===== src/rtl/rom_seq_reader_pkg.sv =====
// rom_seq_pkg: shared widths, buffer sizing, FSM state type and the issue-credit helper
// for rom_seq_reader and its output FIFO.
package rom_seq_pkg;

    localparam int unsigned ADDR_W    = 10;
    localparam int unsigned DATA_W    = 5;
    localparam int unsigned ROM_DEPTH = 10;
    localparam int unsigned BUF_DEPTH = 4;
    localparam int unsigned ROM_LAT   = 1;
    localparam int unsigned PTR_W     = $clog2(BUF_DEPTH);
    localparam int unsigned CNT_W     = $clog2(BUF_DEPTH + 1);

    typedef enum logic [1:0] {
        StIdle,
        StRun,
        StDrain
    } state_e;

    // A new issue is allowed only if every word already owed to the buffer still fits.
    function automatic logic has_credit(input logic [CNT_W-1:0] count,
                                        input logic             issued,
                                        input logic             romdata);
        logic [CNT_W:0] sum;
        sum = {1'b0, count} + {{CNT_W{1'b0}}, issued} + {{CNT_W{1'b0}}, romdata};
        return sum < (CNT_W + 1)'(BUF_DEPTH);
    endfunction

endpackage


===== src/rtl/rom_seq_reader_if.sv =====
// rom_seq_reader_if: control, ROM and downstream handshake signals of rom_seq_reader.
// master = environment side (drives requests, ROM data, out_ready); slave = the reader.
interface rom_seq_reader_if;
    import rom_seq_pkg::*;

    logic              start;
    logic [ADDR_W-1:0] first_addr;
    logic [ADDR_W-1:0] last_addr;
    logic              stop;
    logic [ADDR_W-1:0] rom_addr;
    logic [DATA_W-1:0] rom_d;
    logic [DATA_W-1:0] out_data;
    logic              out_valid;
    logic              out_ready;
    logic              busy;
    logic              done;
    logic              err;

    modport master (
        output start, first_addr, last_addr, stop, rom_d, out_ready,
        input  rom_addr, out_data, out_valid, busy, done, err
    );

    modport slave (
        input  start, first_addr, last_addr, stop, rom_d, out_ready,
        output rom_addr, out_data, out_valid, busy, done, err
    );

endinterface


===== src/rtl/rom_seq_fifo.sv =====
// rom_seq_fifo: BUF_DEPTH-entry synchronous FIFO holding ROM words for downstream.
// Head entry is storage, so data_o is a registered value; storage resets to zero.
module rom_seq_fifo
    import rom_seq_pkg::*;
(
    input  logic              clk,
    input  logic              rst_n,
    input  logic              push_i,
    input  logic [DATA_W-1:0] data_i,
    input  logic              pop_i,
    output logic [DATA_W-1:0] data_o,
    output logic [CNT_W-1:0]  count_o,
    output logic              full_o,
    output logic              empty_o
);

    logic [DATA_W-1:0] mem_q [BUF_DEPTH];
    logic [PTR_W-1:0]  wr_ptr_q, rd_ptr_q;
    logic [CNT_W-1:0]  count_q;
    logic              do_push, do_pop;

    // Gate requests against the current occupancy.
    always_comb begin
        empty_o = (count_q == '0);
        full_o  = (count_q == CNT_W'(BUF_DEPTH));
        do_push = push_i && !full_o;
        do_pop  = pop_i && !empty_o;
        data_o  = mem_q[rd_ptr_q];
        count_o = count_q;
    end

    // Storage, pointers and occupancy.
    always_ff @(posedge clk or negedge rst_n) begin
        if (!rst_n) begin
            for (int unsigned i = 0; i < BUF_DEPTH; i++) begin
                mem_q[i] <= '0;
            end
            wr_ptr_q <= '0;
            rd_ptr_q <= '0;
            count_q  <= '0;
        end else begin
            if (do_push) begin
                mem_q[wr_ptr_q] <= data_i;
                wr_ptr_q        <= wr_ptr_q + PTR_W'(1);
            end
            if (do_pop) begin
                rd_ptr_q <= rd_ptr_q + PTR_W'(1);
            end
            unique case ({do_push, do_pop})
                2'b10:   count_q <= count_q + CNT_W'(1);
                2'b01:   count_q <= count_q - CNT_W'(1);
                default: count_q <= count_q;
            endcase
        end
    end

endmodule


===== src/rtl/rom_seq_reader.sv =====
// rom_seq_reader: on start, walks first_addr..last_addr through a 1-cycle-latency ROM and
// delivers each word over valid/ready. Issue is credit-limited so words are never dropped.
// Optional macro ROM_SEQ_LOOP_EN: wrap from last_addr back to first_addr until stop.
module rom_seq_reader
    import rom_seq_pkg::*;
#(
    parameter int unsigned RomDepth = ROM_DEPTH
) (
    input logic             clk,
    input logic             rst_n,
    rom_seq_reader_if.slave bus
);

`ifdef ROM_SEQ_LOOP_EN
    localparam bit LoopEn = 1'b1;
`else
    localparam bit LoopEn = 1'b0;
`endif

    state_e            state_q;
    logic [ADDR_W-1:0] rom_addr_q, next_addr_q, first_q, last_q;
    logic              issued_q, romdata_q, busy_q, done_q, err_q;

    logic [CNT_W-1:0]  fifo_count;
    logic [DATA_W-1:0] fifo_data;
    logic              fifo_full, fifo_empty, fifo_pop;
    logic              range_ok, issue_en, at_last, drain_done;
    logic [ADDR_W-1:0] issue_addr, wrap_addr;

    // Decide whether an address goes to the ROM this cycle and which one.
    always_comb begin
        range_ok   = (bus.first_addr <= bus.last_addr) && (bus.last_addr < ADDR_W'(RomDepth));
        issue_en   = 1'b0;
        issue_addr = next_addr_q;
        at_last    = (next_addr_q == last_q);
        wrap_addr  = first_q;
        unique case (state_q)
            StIdle: begin
                issue_en   = bus.start && range_ok;
                issue_addr = bus.first_addr;
                at_last    = (bus.first_addr == bus.last_addr);
                wrap_addr  = bus.first_addr;
            end
            StRun: begin
                issue_en = !fifo_full && has_credit(fifo_count, issued_q, romdata_q);
            end
            default: ;
        endcase
        fifo_pop   = !fifo_empty && bus.out_ready;
        // Done fires on the edge that hands off the final buffered word.
        drain_done = !issued_q && !romdata_q &&
                     (fifo_empty || ((fifo_count == CNT_W'(1)) && fifo_pop));
    end

    // Sequencer FSM with registered status outputs and ROM latency tracking.
    always_ff @(posedge clk or negedge rst_n) begin
        if (!rst_n) begin
            state_q     <= StIdle;
            rom_addr_q  <= '0;
            next_addr_q <= '0;
            first_q     <= '0;
            last_q      <= '0;
            issued_q    <= 1'b0;
            romdata_q   <= 1'b0;
            busy_q      <= 1'b0;
            done_q      <= 1'b0;
            err_q       <= 1'b0;
        end else begin
            done_q    <= 1'b0;
            err_q     <= 1'b0;
            issued_q  <= issue_en;
            romdata_q <= issued_q;
            if (issue_en) begin
                rom_addr_q  <= issue_addr;
                next_addr_q <= at_last ? wrap_addr : issue_addr + ADDR_W'(1);
            end
            unique case (state_q)
                StIdle: begin
                    if (bus.start && range_ok) begin
                        first_q <= bus.first_addr;
                        last_q  <= bus.last_addr;
                        busy_q  <= 1'b1;
                        state_q <= (at_last && !LoopEn) ? StDrain : StRun;
                    end else if (bus.start) begin
                        done_q <= 1'b1;
                        err_q  <= 1'b1;
                    end
                end
                StRun: begin
                    // A same-cycle stop still lets this cycle's issue complete.
                    if (bus.stop || (issue_en && at_last && !LoopEn)) begin
                        state_q <= StDrain;
                    end
                end
                StDrain: begin
                    if (drain_done) begin
                        busy_q  <= 1'b0;
                        done_q  <= 1'b1;
                        state_q <= StIdle;
                    end
                end
                default: state_q <= StIdle;
            endcase
        end
    end

    rom_seq_fifo u_fifo (
        .clk     (clk),
        .rst_n   (rst_n),
        .push_i  (romdata_q),
        .data_i  (bus.rom_d),
        .pop_i   (fifo_pop),
        .data_o  (fifo_data),
        .count_o (fifo_count),
        .full_o  (fifo_full),
        .empty_o (fifo_empty)
    );

    assign bus.rom_addr  = rom_addr_q;
    assign bus.out_data  = fifo_data;
    assign bus.out_valid = !fifo_empty;
    assign bus.busy      = busy_q;
    assign bus.done      = done_q;
    assign bus.err       = err_q;

endmodule

===== src/flat_wrapper.sv =====
// flat-port wrapper written by rule: the top's interface ports become plain ports
module rom_seq_reader_flat import rom_seq_pkg::*;
#(
    parameter int unsigned RomDepth = ROM_DEPTH
)
  (clk, rst_n, bus_start, bus_first_addr, bus_last_addr, bus_stop, bus_rom_d, bus_out_ready, bus_rom_addr, bus_out_data, bus_out_valid, bus_busy, bus_done, bus_err);
  rom_seq_reader_if bus_i ();
  input logic clk;
  input logic rst_n;
  input wire logic [$bits(bus_i.start)-1:0] bus_start;
  input wire logic [$bits(bus_i.first_addr)-1:0] bus_first_addr;
  input wire logic [$bits(bus_i.last_addr)-1:0] bus_last_addr;
  input wire logic [$bits(bus_i.stop)-1:0] bus_stop;
  input wire logic [$bits(bus_i.rom_d)-1:0] bus_rom_d;
  input wire logic [$bits(bus_i.out_ready)-1:0] bus_out_ready;
  output wire logic [$bits(bus_i.rom_addr)-1:0] bus_rom_addr;
  output wire logic [$bits(bus_i.out_data)-1:0] bus_out_data;
  output wire logic [$bits(bus_i.out_valid)-1:0] bus_out_valid;
  output wire logic [$bits(bus_i.busy)-1:0] bus_busy;
  output wire logic [$bits(bus_i.done)-1:0] bus_done;
  output wire logic [$bits(bus_i.err)-1:0] bus_err;
  assign bus_i.start = bus_start;
  assign bus_i.first_addr = bus_first_addr;
  assign bus_i.last_addr = bus_last_addr;
  assign bus_i.stop = bus_stop;
  assign bus_i.rom_d = bus_rom_d;
  assign bus_i.out_ready = bus_out_ready;
  assign bus_rom_addr = bus_i.rom_addr;
  assign bus_out_data = bus_i.out_data;
  assign bus_out_valid = bus_i.out_valid;
  assign bus_busy = bus_i.busy;
  assign bus_done = bus_i.done;
  assign bus_err = bus_i.err;
  rom_seq_reader #(.RomDepth(RomDepth)) u_core (.clk(clk), .rst_n(rst_n), .bus(bus_i));
endmodule

===== config.mk =====
export PLATFORM = sky130hd
export DESIGN_NAME = rom_seq_reader_flat
export DESIGN_NICKNAME = d
export VERILOG_FILES = /design/src/rtl/rom_seq_reader_pkg.sv /design/src/rtl/rom_seq_reader_if.sv /design/src/rtl/rom_seq_fifo.sv /design/src/rtl/rom_seq_reader.sv /design/src/flat_wrapper.sv
export SDC_FILE = /design/constraint.sdc
export NUM_CORES = 1
export LEC_CHECK = 0
export BUFFER_PORTS_ARGS = -buffer_cell sky130_fd_sc_hd__clkbuf_2
export CAP_MARGIN = 10
export CORE_MARGIN = 5
export CORE_UTILIZATION = 49
export DETAILED_ROUTE_END_ITERATION = 10
export GPL_ROUTABILITY_DRIVEN = 0
export PLACE_DENSITY = 0.7
export SYNTH_ARGS = -nofsm -noshare
export SYNTH_HDL_FRONTEND = slang
export SYNTH_SLANG_ARGS = --single-unit

===== constraint.sdc =====
create_clock -name clk -period 5 [get_ports clk]
set_input_delay 0.25 -clock clk [delete_from_list [all_inputs] [get_ports clk]]
set_output_delay 0.25 -clock clk [all_outputs]
set_load 0.02 [all_outputs]

==> metrics.cfg, run 1 <==
[global_route]
grt_max_degree=75
antenna_found_initial=0
grt_overflow=0
grt_usage_pct=19.4
grt_pass1_wl_um=17300
grt_pass1_vias=3398

[setup_path]
crit_required_ns=5.30
worst_setup_path_end_kind=register
crit_end=u_core.next_addr_q[6]
r2r_end=u_core.next_addr_q[6]
worstPathMaxFanout=22
crit_path_top_delay_cell=dfrtp_1
r2r_cells=10
crit_path_start_kind=register
worstPathCellList=nor2_1 > buf_4 > o21ai_0 > ha_1 > nand4_1 > o22ai_2 > nand2_1 > or4_1 > o221ai_1 > mux2_2
crit_path_max_incr_delay_ns=0.76
r2r_start=u_core.state_q[1]
critical_path_arrival_ns=3.38
ff2ff_setup_slack_ns=1.92
crit_start=u_core.state_q[1]
path_class=reg2reg

[clock_tree]
postCtsHoldBufs=0
insertion_delay_ns=0.36
post_cts_buffers=0
ctsHtreeMaxLevel=3
numCtsBuffers=9
clockRootBuffer=clkbuf_8
clockBufferDepth=2
clkSlewWorstSetupHoldPaths_ns=0.09
cts_resized=0
cts_tree=yes
clock_sinks=74

[detailed_routing]
vias=3384
vias_per_cell=5.89
drc=0
drtIter0Drc=230
wl_per_cell_um=17.9
wl_um=10300
firstDrtPassIters=4
antenna_left=0

[yosys]
yosysSeqAreaShare_pct=42.9
yosys-top-cells-area=dfrtp_1 (43%), mux2_2 (7.0%), ha_1 (6.1%)
syn-mean-instance-area_sq_um=10.2
synth_area_sq_mm=0.00432
synth_fp_nets=473
ys_seq_elements=74
synth_top_area_share_pct=42.9
synth_edf_count=0
synthArstFlopShare_pct=100
synthesis.instances=422
synth_top_area_cell=dfrtp_1
yosys_warnings=0
synth_ff_type=dfrtp_1
yosysUniqueCellTypes=65

[placed_design]
io_buffers=48
dp_slack_ns=2.02
dpl-instance-area_sq_mm=0.00459
hpwl_um=7420

[cells_and_area]
diodes=0
area_growth_pct=11.0
drive_gt1_share_pct=25.1
layout_commonest_cell=dfrtp_1
nNetsFinal=513
final_cell_mix=dfrtp_1 (74), nand2_1 (55), clkbuf_2 (47)
post-route-util_pct=55.5
finalInstanceArea_sq_mm=0.00479

[timing]
drv_slew=0
setup_tns_ns=0
fmax_ghz=0.325
final-setup-viol-count=0
rsz0062_at_grt=no
hold_violations=0
slew_headroom_pct=30.8
setup_ws_ns=1.92
fin_crit_ns=3.08
period_share_pct=61.6
worst_pin_slew_ns=1.03
skew_ns=0.0141

[status]
status=finished, final reports clean

[die]
die_w_um=104
core_sq_mm=0.00864
die_h_um=104
dieArea_sq_mm=0.0108
ioPinCount=49
row_count=34
initial_core_util_pct=50.0

[power_and_ir_drop]
p_leak_nw=2.27
peakVddDrop_v=0.000177
pwr_density_cell_mw_per_mm2=429

[flow_run]
cap_viol_max_count=0

[worst_hold_path]
hp-class=in2async

## sequential cells by signal (all words and copies together), names as in the netlist
register	flops
u_core.romdata_q	1
u_core.first_q	10
u_core.bus.err	1
u_core.u_fifo.wr_ptr_q	2
u_core.bus.done	1
u_core.u_fifo.mem_q	20
u_core.bus.rom_addr	10
u_core.u_fifo.count_o	3
u_core.u_fifo.rd_ptr_q	2
u_core.next_addr_q	10
u_core.bus.busy	1
u_core.last_q	10
u_core.state_q	2
u_core.issued_q	1
## logic make-up (layout without fill, tap and decap cells)
logic type      count (synthesis)  count (layout)  share of synthesized area, %
buf+inv                        47              92                          5.19
flops                          74              74                          42.9
compound gates                 81              81                          13.1
xor+xnor                       24              24                          4.87
mux                            43              43                          12.3
simple gates                  132             132                          15.6
fa+ha+maj                      21              21                          6.09
## final cells by class
type	count	area (sq um)
flip-flops and latches	74	1850
clock inverters	7	82.6
clock buffers	9	124
well taps	108	135
repair buffers	51	263
fillers	744	3840
inverters	25	95.1
multi-input cells	301	2240
## Yosys cell counts (4+ instances only)
cell type / count
nor2_1: 12
xnor2_1: 21
mux4_2: 5
inv_1: 24
nand3_1: 14
and3_1: 5
mux2_2: 27
and2_1: 9
clkbuf_1: 4
nor3_1: 7
nand4_1: 4
ha_1: 21
dfrtp_1: 74
a21oi_1: 10
o31a_1: 4
nor4_1: 4
nand2_1: 55
or3_1: 4
mux2i_1: 9
o21ai_1: 7
o21ai_0: 20
a211oi_1: 7
buf_6: 4
buf_2: 10
## power breakdown
group	switching, W	total (W)	leakage (nW)	internal, W
Sequential	0.000158	0.000885	0.939	0.000727
Clock	0.000258	0.000497	0.0988	0.000239
Combinational	0.000364	0.000676	1.23	0.000311
## through the flow
| step | total power [W] | cells | hold slack [ns] |
|---|---|---|---|
| after floorplan | 0.00137 | 422 | -0.0456 |
| after global placement | 0.00155 | 559 | 0.389 |
| after detailed placement | 0.00158 | 559 | 0.386 |
| after CTS | 0.00207 | 575 | 0.119 |
| after global routing | 0.00218 | 575 | 0.125 |
| final | 0.00206 | 575 | 0.116 |
## worst min-delay path by stage
stage	to	slack [ns]	cells after the start
floorplan	u_core.bus.busy	-0.05	0
global placement	u_core.romdata_q	0.39	0
detailed placement	u_core.romdata_q	0.39	0
CTS	u_core.last_q[0]	0.12	3
global route	u_core.last_q[0]	0.12	3
finish	u_core.last_q[3]	0.12	2
## critical path, delay by kind of cell, from the launching register on
kind                     cells  cell delay (ns)
AND/OR/NAND/NOR              4             0.87
flip-flops                   1             0.76
AO/OA/AOI/OAI                3             0.61
adder cells (fa/ha/maj)      1             0.36
buffers and inverters        1             0.26
multiplexers                 1             0.18
## metal layers
| layer | track usage [%] | vias to the layer above | share of wire, % |
|---|---|---|---|
| li1 | - | 1588 | - |
| met1 | 25.9 | 1652 | 44 |
| met2 | 30.7 | 121 | 48 |
| met3 | 4.10 | 23 | 5.3 |
| met4 | 8.05 | 0 | 2.7 |
| met5 | 0 | - | 0 |
No activity file was read; power rests on OpenSTA's default activity.
==> run 2, diff against run 1 <==
- PLACE_DENSITY: 0.7 -> 0.72
- clock period: 5 -> 2.7 ns (I/O delays scaled with it)
==> run 2 against run 1 <==
  * Wire length down 0.69%
  * Largest cell class unchanged
  * Sequential cell count unchanged
  * Combinational power up 92%
  * Fmax up 21%
  * Register-to-register slack worse by 1.8 ns
  * Worst hold slack worse by 0.081 ns
==> metrics.cfg, run 2 (synthesis gave the netlist of run 1 again) <==
[status]
status=finished, final reports clean

[cells_and_area]
final_cell_mix=dfrtp_1 (74), nand2_1 (55), clkbuf_2 (47)
nNetsFinal=526
largest_register=u_core.u_fifo.mem_q
diodes=0
layout_commonest_cell=dfrtp_1
area_growth_pct=13.2
drive_gt1_share_pct=26.7
largest_register_ffs=20

[global_route]
antenna_found_initial=0
grt_pass1_wl_um=17400
grt_pass1_vias=3511
grt_max_degree=75
grt_usage_pct=19.5
grt_overflow=0

[power_and_ir_drop]
p_clk_share_pct=21.7
sw_frac_of_total_pct=38.4
p_leak_nw=2.32
p_sw_w=0.00143
peakVddDrop_v=0.000299
p_seq_share_pct=43.3
intPower_w=0.00229
pwr_density_cell_mw_per_mm2=762
p_comb_share_pct=34.9

[clock_tree]
clock_sinks=74
ctsHtreeMaxLevel=3
insertion_delay_ns=0.36
clockRootBuffer=clkbuf_8
numCtsBuffers=9
clockBufferDepth=2
cts_tree=yes
clkSlewWorstSetupHoldPaths_ns=0.08

[detailed_routing]
firstDrtPassIters=5
vias=3381
drtIter0Drc=216
wl_um=10200
antenna_left=0
drc=0
wl_per_cell_um=17.4
vias_per_cell=5.75

[timing]
final-setup-viol-count=0
hold_violations=0
skew_ns=0.0109
drv_slew=0
setup_tns_ns=0
setup_ws_ns=0.165
worst_pin_slew_ns=0.931
fin_crit_ns=2.54
period_share_pct=93.9
slew_headroom_pct=38.0
rsz0062_at_grt=no
fmax_ghz=0.394

[setup_path]
worstPathMaxFanout=9
worst_setup_path_end_kind=register
path_class=reg2reg
crit_path_start_kind=register
crit_end=u_core.next_addr_q[6]
crit_required_ns=2.99
r2r_end=u_core.next_addr_q[6]
ff2ff_setup_slack_ns=0.16
critical_path_arrival_ns=2.83
crit_start=u_core.state_q[1]
r2r_start=u_core.state_q[1]
r2r_cells=9

[die]
ioPinCount=49
dieArea_sq_mm=0.0108
row_count=34
die_w_um=104
core_sq_mm=0.00864
initial_core_util_pct=50.0
die_h_um=104

[flow_run]
cap_viol_max_count=0

[placed_design]
io_buffers=48
dp_slack_ns=0.206
hpwl_um=7410

[worst_hold_path]
hp-class=in2reg

==> run 2: changes by cell type in the layout (fill, tap and decap cells not counted) <==
cell,delta
buf_2,-1
bufinv_16,-1
clkinvlp_4,+1
buf_4,+11
dlygate4sd3_1,+2
buf_12,+1
==> run 2: worst min-delay path by stage <==
stage / from / to / slack [ns] / cells after the start
after floorplan: rst_n / u_core.bus.busy / -0.16 / 0
after global placement: rst_n / u_core.u_fifo.count_o[1] / 0.33 / 1
after detailed placement: rst_n / u_core.u_fifo.count_o[1] / 0.34 / 1
after CTS: bus_first_addr[1] / u_core.first_q[1] / 0.03 / 3
after global routing: bus_last_addr[1] / u_core.last_q[1] / 0.04 / 3
final: bus_first_addr[1] / u_core.first_q[1] / 0.04 / 3
==> run 2: routing by layer <==
| metal | wire (um) | global-route usage, % |
|---|---|---|
| met3 | 538 | 4.72 |
| met1 | 4350 | 24.9 |
| met4 | 207 | 6.75 |
| met2 | 5140 | 32.4 |
| met5 | 0 | 0 |
==> run 2: per-stage QoR <==
step                      total power [W]  area, sq um  hold WS, ns  utilization (%)  cells
final                             0.00372         4890       0.0354             56.6    588
after global routing              0.00398         4890       0.0389             56.6    588
after CTS                         0.00376         4890       0.0294             56.6    588
after detailed placement          0.00294         4680        0.341             54.2    570
after global placement            0.00288         4680        0.331             54.2    570
after floorplan                   0.00254         4320       -0.161                -    422
==> run 2: timing repair <==
item                      CTS  global route
setup buffers               0             0
gates resized for setup     0             0
hold buffers                2             0
hold endpoints to repair   75             0
==> run 2: area by class of cell <==
type | count | area, sq um
Multi-Input combinational cell | 301 | 2240
Inverter | 25 | 95.1
Fill cell | 757 | 3750
Timing Repair Buffer | 64 | 380
Tap cell | 108 | 135
Clock buffer | 9 | 124
Clock inverter | 7 | 60.1
Sequential cell | 74 | 1850
==> run 2: worst max-delay path, stage by stage (launching register included) <==
cell      delay, ns
dfrtp_1        0.47
or3b_2         0.53
nand2_1        0.12
ha_1           0.29
nand4_1        0.14
o22ai_2        0.18
nand2_1        0.09
or4_1          0.39
o221ai_1       0.08
mux2_2         0.18
==> run 2: power by group through the flow <==
stage               clock (W)  sequential (W)  combinational, W
floorplan                   0         0.00159          0.000950
global placement            0         0.00163           0.00126
detailed placement          0         0.00164           0.00130
CTS                  0.000834         0.00162           0.00131
global route         0.000894         0.00166           0.00143
finish               0.000808         0.00161           0.00130
==> run 3, diff against run 2 <==
- ABC_AREA: unset -> 1
- PLACE_DENSITY: 0.72 -> 0.81
==> run 3 against run 2 <==
  * Wire length fell by 8.0%
  * Worst hold slack improved by 0.0020 ns
  * Via count up 3.8%
  * Combinational power rose by 77%
  * Critical path type unchanged
  * Largest cell class unchanged
==> metrics.cfg, run 3 <==
[yosys]
yosys-top-cells-area=dfrtp_1 (46%), nand2_1 (15%), o21ai_0 (7.6%)
ys_seq_elements=74
synth_fp_nets=567
synth_most_common_cell=nand2_1
synthTopCellsByCount=nand2_1 (164), dfrtp_1 (74), inv_1 (61), o21ai_0 (61), nor2_1 (39)
synth_top_area_cell=dfrtp_1
synth_area_sq_mm=0.00404
synth_edf_count=0
synthArstFlopShare_pct=100
syn-mean-instance-area_sq_um=7.83
yosys_warnings=0
synth_ff_type=dfrtp_1
synthesis.instances=516
yosysSeqAreaShare_pct=45.8
synth_top_area_share_pct=45.8
yosysUniqueCellTypes=33

[detailed_routing]
vias=3511
drtIter0Drc=292
wl_per_cell_um=13.9
wl_um=9420
drc=0
antenna_left=0
firstDrtPassIters=5
vias_per_cell=5.16

[cells_and_area]
fillers=744
largest_register_ffs=20
seqCellArea_sq_mm=0.00185
multi_input_area_sq_mm=0.00189
final_cell_mix=nand2_1 (164), dfrtp_1 (74), inv_1 (61), o21ai_0 (61), clkbuf_2 (47)
drive_gt1_share_pct=15.1
largest_register=u_core.u_fifo.mem_q
nNetsFinal=621
area_growth_pct=14.8
layout_commonest_cell=nand2_1
diodes=0
finalInstanceArea_sq_mm=0.00464

[clock_tree]
clockRootBuffer=clkbuf_8
cts_tree=yes
numCtsBuffers=9
clock_sinks=74
clockBufferDepth=2
clkSlewWorstSetupHoldPaths_ns=0.09
post_cts_buffers=0
insertion_delay_ns=0.36
cts_resized=0
postCtsHoldBufs=1
ctsHtreeMaxLevel=3

[placed_design]
io_buffers=48
hpwl_um=7020
dpl-instance-area_sq_mm=0.00440

[die]
die_h_um=101
ioPinCount=49
core_sq_mm=0.00813
die_w_um=101
row_count=33
initial_core_util_pct=49.7
dieArea_sq_mm=0.0102

[setup_path]
crit_path_start_kind=register
worstPathMaxFanout=5
crit_required_ns=2.95
worst_setup_path_end_kind=register
critical_path_arrival_ns=2.32
path_class=reg2reg

[power_and_ir_drop]
peakVddDrop_v=0.000643
p_leak_nw=2.45
pwr_density_cell_mw_per_mm2=1110

[timing]
hold_violations=0
setup_tns_ns=0
rsz0062_at_grt=no
skew_ns=0.0170
worst_pin_slew_ns=0.647
fin_crit_ns=2.07
period_share_pct=76.7
slew_headroom_pct=56.8
final-setup-viol-count=0
drv_slew=0
fmax_ghz=0.483

[global_route]
grt_usage_pct=20.2
grt_max_degree=49
grt_pass1_vias=3556
grt_overflow=0
antenna_found_initial=0
grt_pass1_wl_um=16400

[status]
status=finished, final reports clean

[flow_run]
cap_viol_max_count=0

[worst_hold_path]
hp-class=in2reg

## run 3: cell count changes in the layout (fill, tap and decap cells not counted), moves of 7 or more
cell      change
mux2i_1       -9
buf_4        -10
and2_1        -9
nor2_1       +27
o21ai_0      +41
nand2_1     +109
xnor2_1      -16
a211oi_1      -7
inv_1        +37
nand3_1       +8
mux2_2       -26
## run 3: cells by family (layout without fill, tap and decap cells)
group	Yosys count	count (layout)	share of synthesized area [%]
AOI/OAI and AO/OA	88	88	12.0
xor gates and xnor gates	13	13	2.82
buffers and inverters	73	132	7.37
DFF	74	74	45.8
and+or+nand+nor	246	246	25.2
adders and majority gates	21	21	6.51
muxes	1	1	0.279
## run 3: final cells by class
| type | count | area share, % |
|---|---|---|
| sequential | 74 | 39.9 |
| inverter | 62 | 5.02 |
| tap | 105 | 2.83 |
| multi-input combinational | 369 | 40.7 |
| timing repair buffer | 54 | 6.48 |
| clock buffer | 9 | 2.67 |
| clock inverter | 7 | 2.32 |
## run 3: worst max-delay path, stage by stage, from the launching register on
cell,delay [ns]
dfrtp_1,0.45
inv_1,0.13
nand2_2,0.13
nor2_1,0.24
a21oi_4,0.07
inv_1,0.11
ha_1,0.16
inv_1,0.07
nor2_1,0.18
nand2_1,0.09
xor2_1,0.13
nand2_1,0.06
nand3_1,0.09
nand2_1,0.05
## run 3: path summary, 6_finish.rpt
kind	start	cells past startpoint	end	slack [ns]
min in group asynchronous	rst_n	2	u_core.u_fifo.count_o[2]	0.34
max in group asynchronous	rst_n	3	u_core.next_addr_q[4]	1.68
hold reg to reg	u_core.issued_q	0	u_core.romdata_q	0.41
setup reg to reg	u_core.state_q[1]	13	u_core.next_addr_q[8]	0.63
hold / removal	bus_last_addr[0]	2	u_core.last_q[0]	0.04
setup / recovery	u_core.state_q[1]	13	u_core.next_addr_q[8]	0.63
## run 3: metrics by stage
stage	hold WS, ns	setup slack [ns]	std cells	util, %	total power [W]
after floorplan	-0.161	0.793	516	-	0.00348
after detailed placement	0.192	0.665	663	54.0	0.00412
after global routing	0.0241	0.395	680	57.0	0.00555
after global placement	0.180	0.748	663	54.0	0.00402
final	0.0374	0.630	680	57.0	0.00512
after CTS	0.0281	0.646	680	57.0	0.00515
## run 3: where the power goes
| part | leakage [nW] | internal (W) | switching, W |
|---|---|---|---|
| clock | 0.114 | 0.000539 | 0.000463 |
| combinational | 1.41 | 0.000790 | 0.00151 |
| sequential | 0.927 | 0.00152 | 0.000307 |
## run 3: per-layer routing
layer / track usage (%) / up-vias / wire length, um
li1: - / 1749 / -
met5: 0 / - / 0
met1: 24.5 / 1611 / 3950
met4: 9.43 / 0 / 291
met2: 33.9 / 123 / 4660
met3: 4.36 / 28 / 511
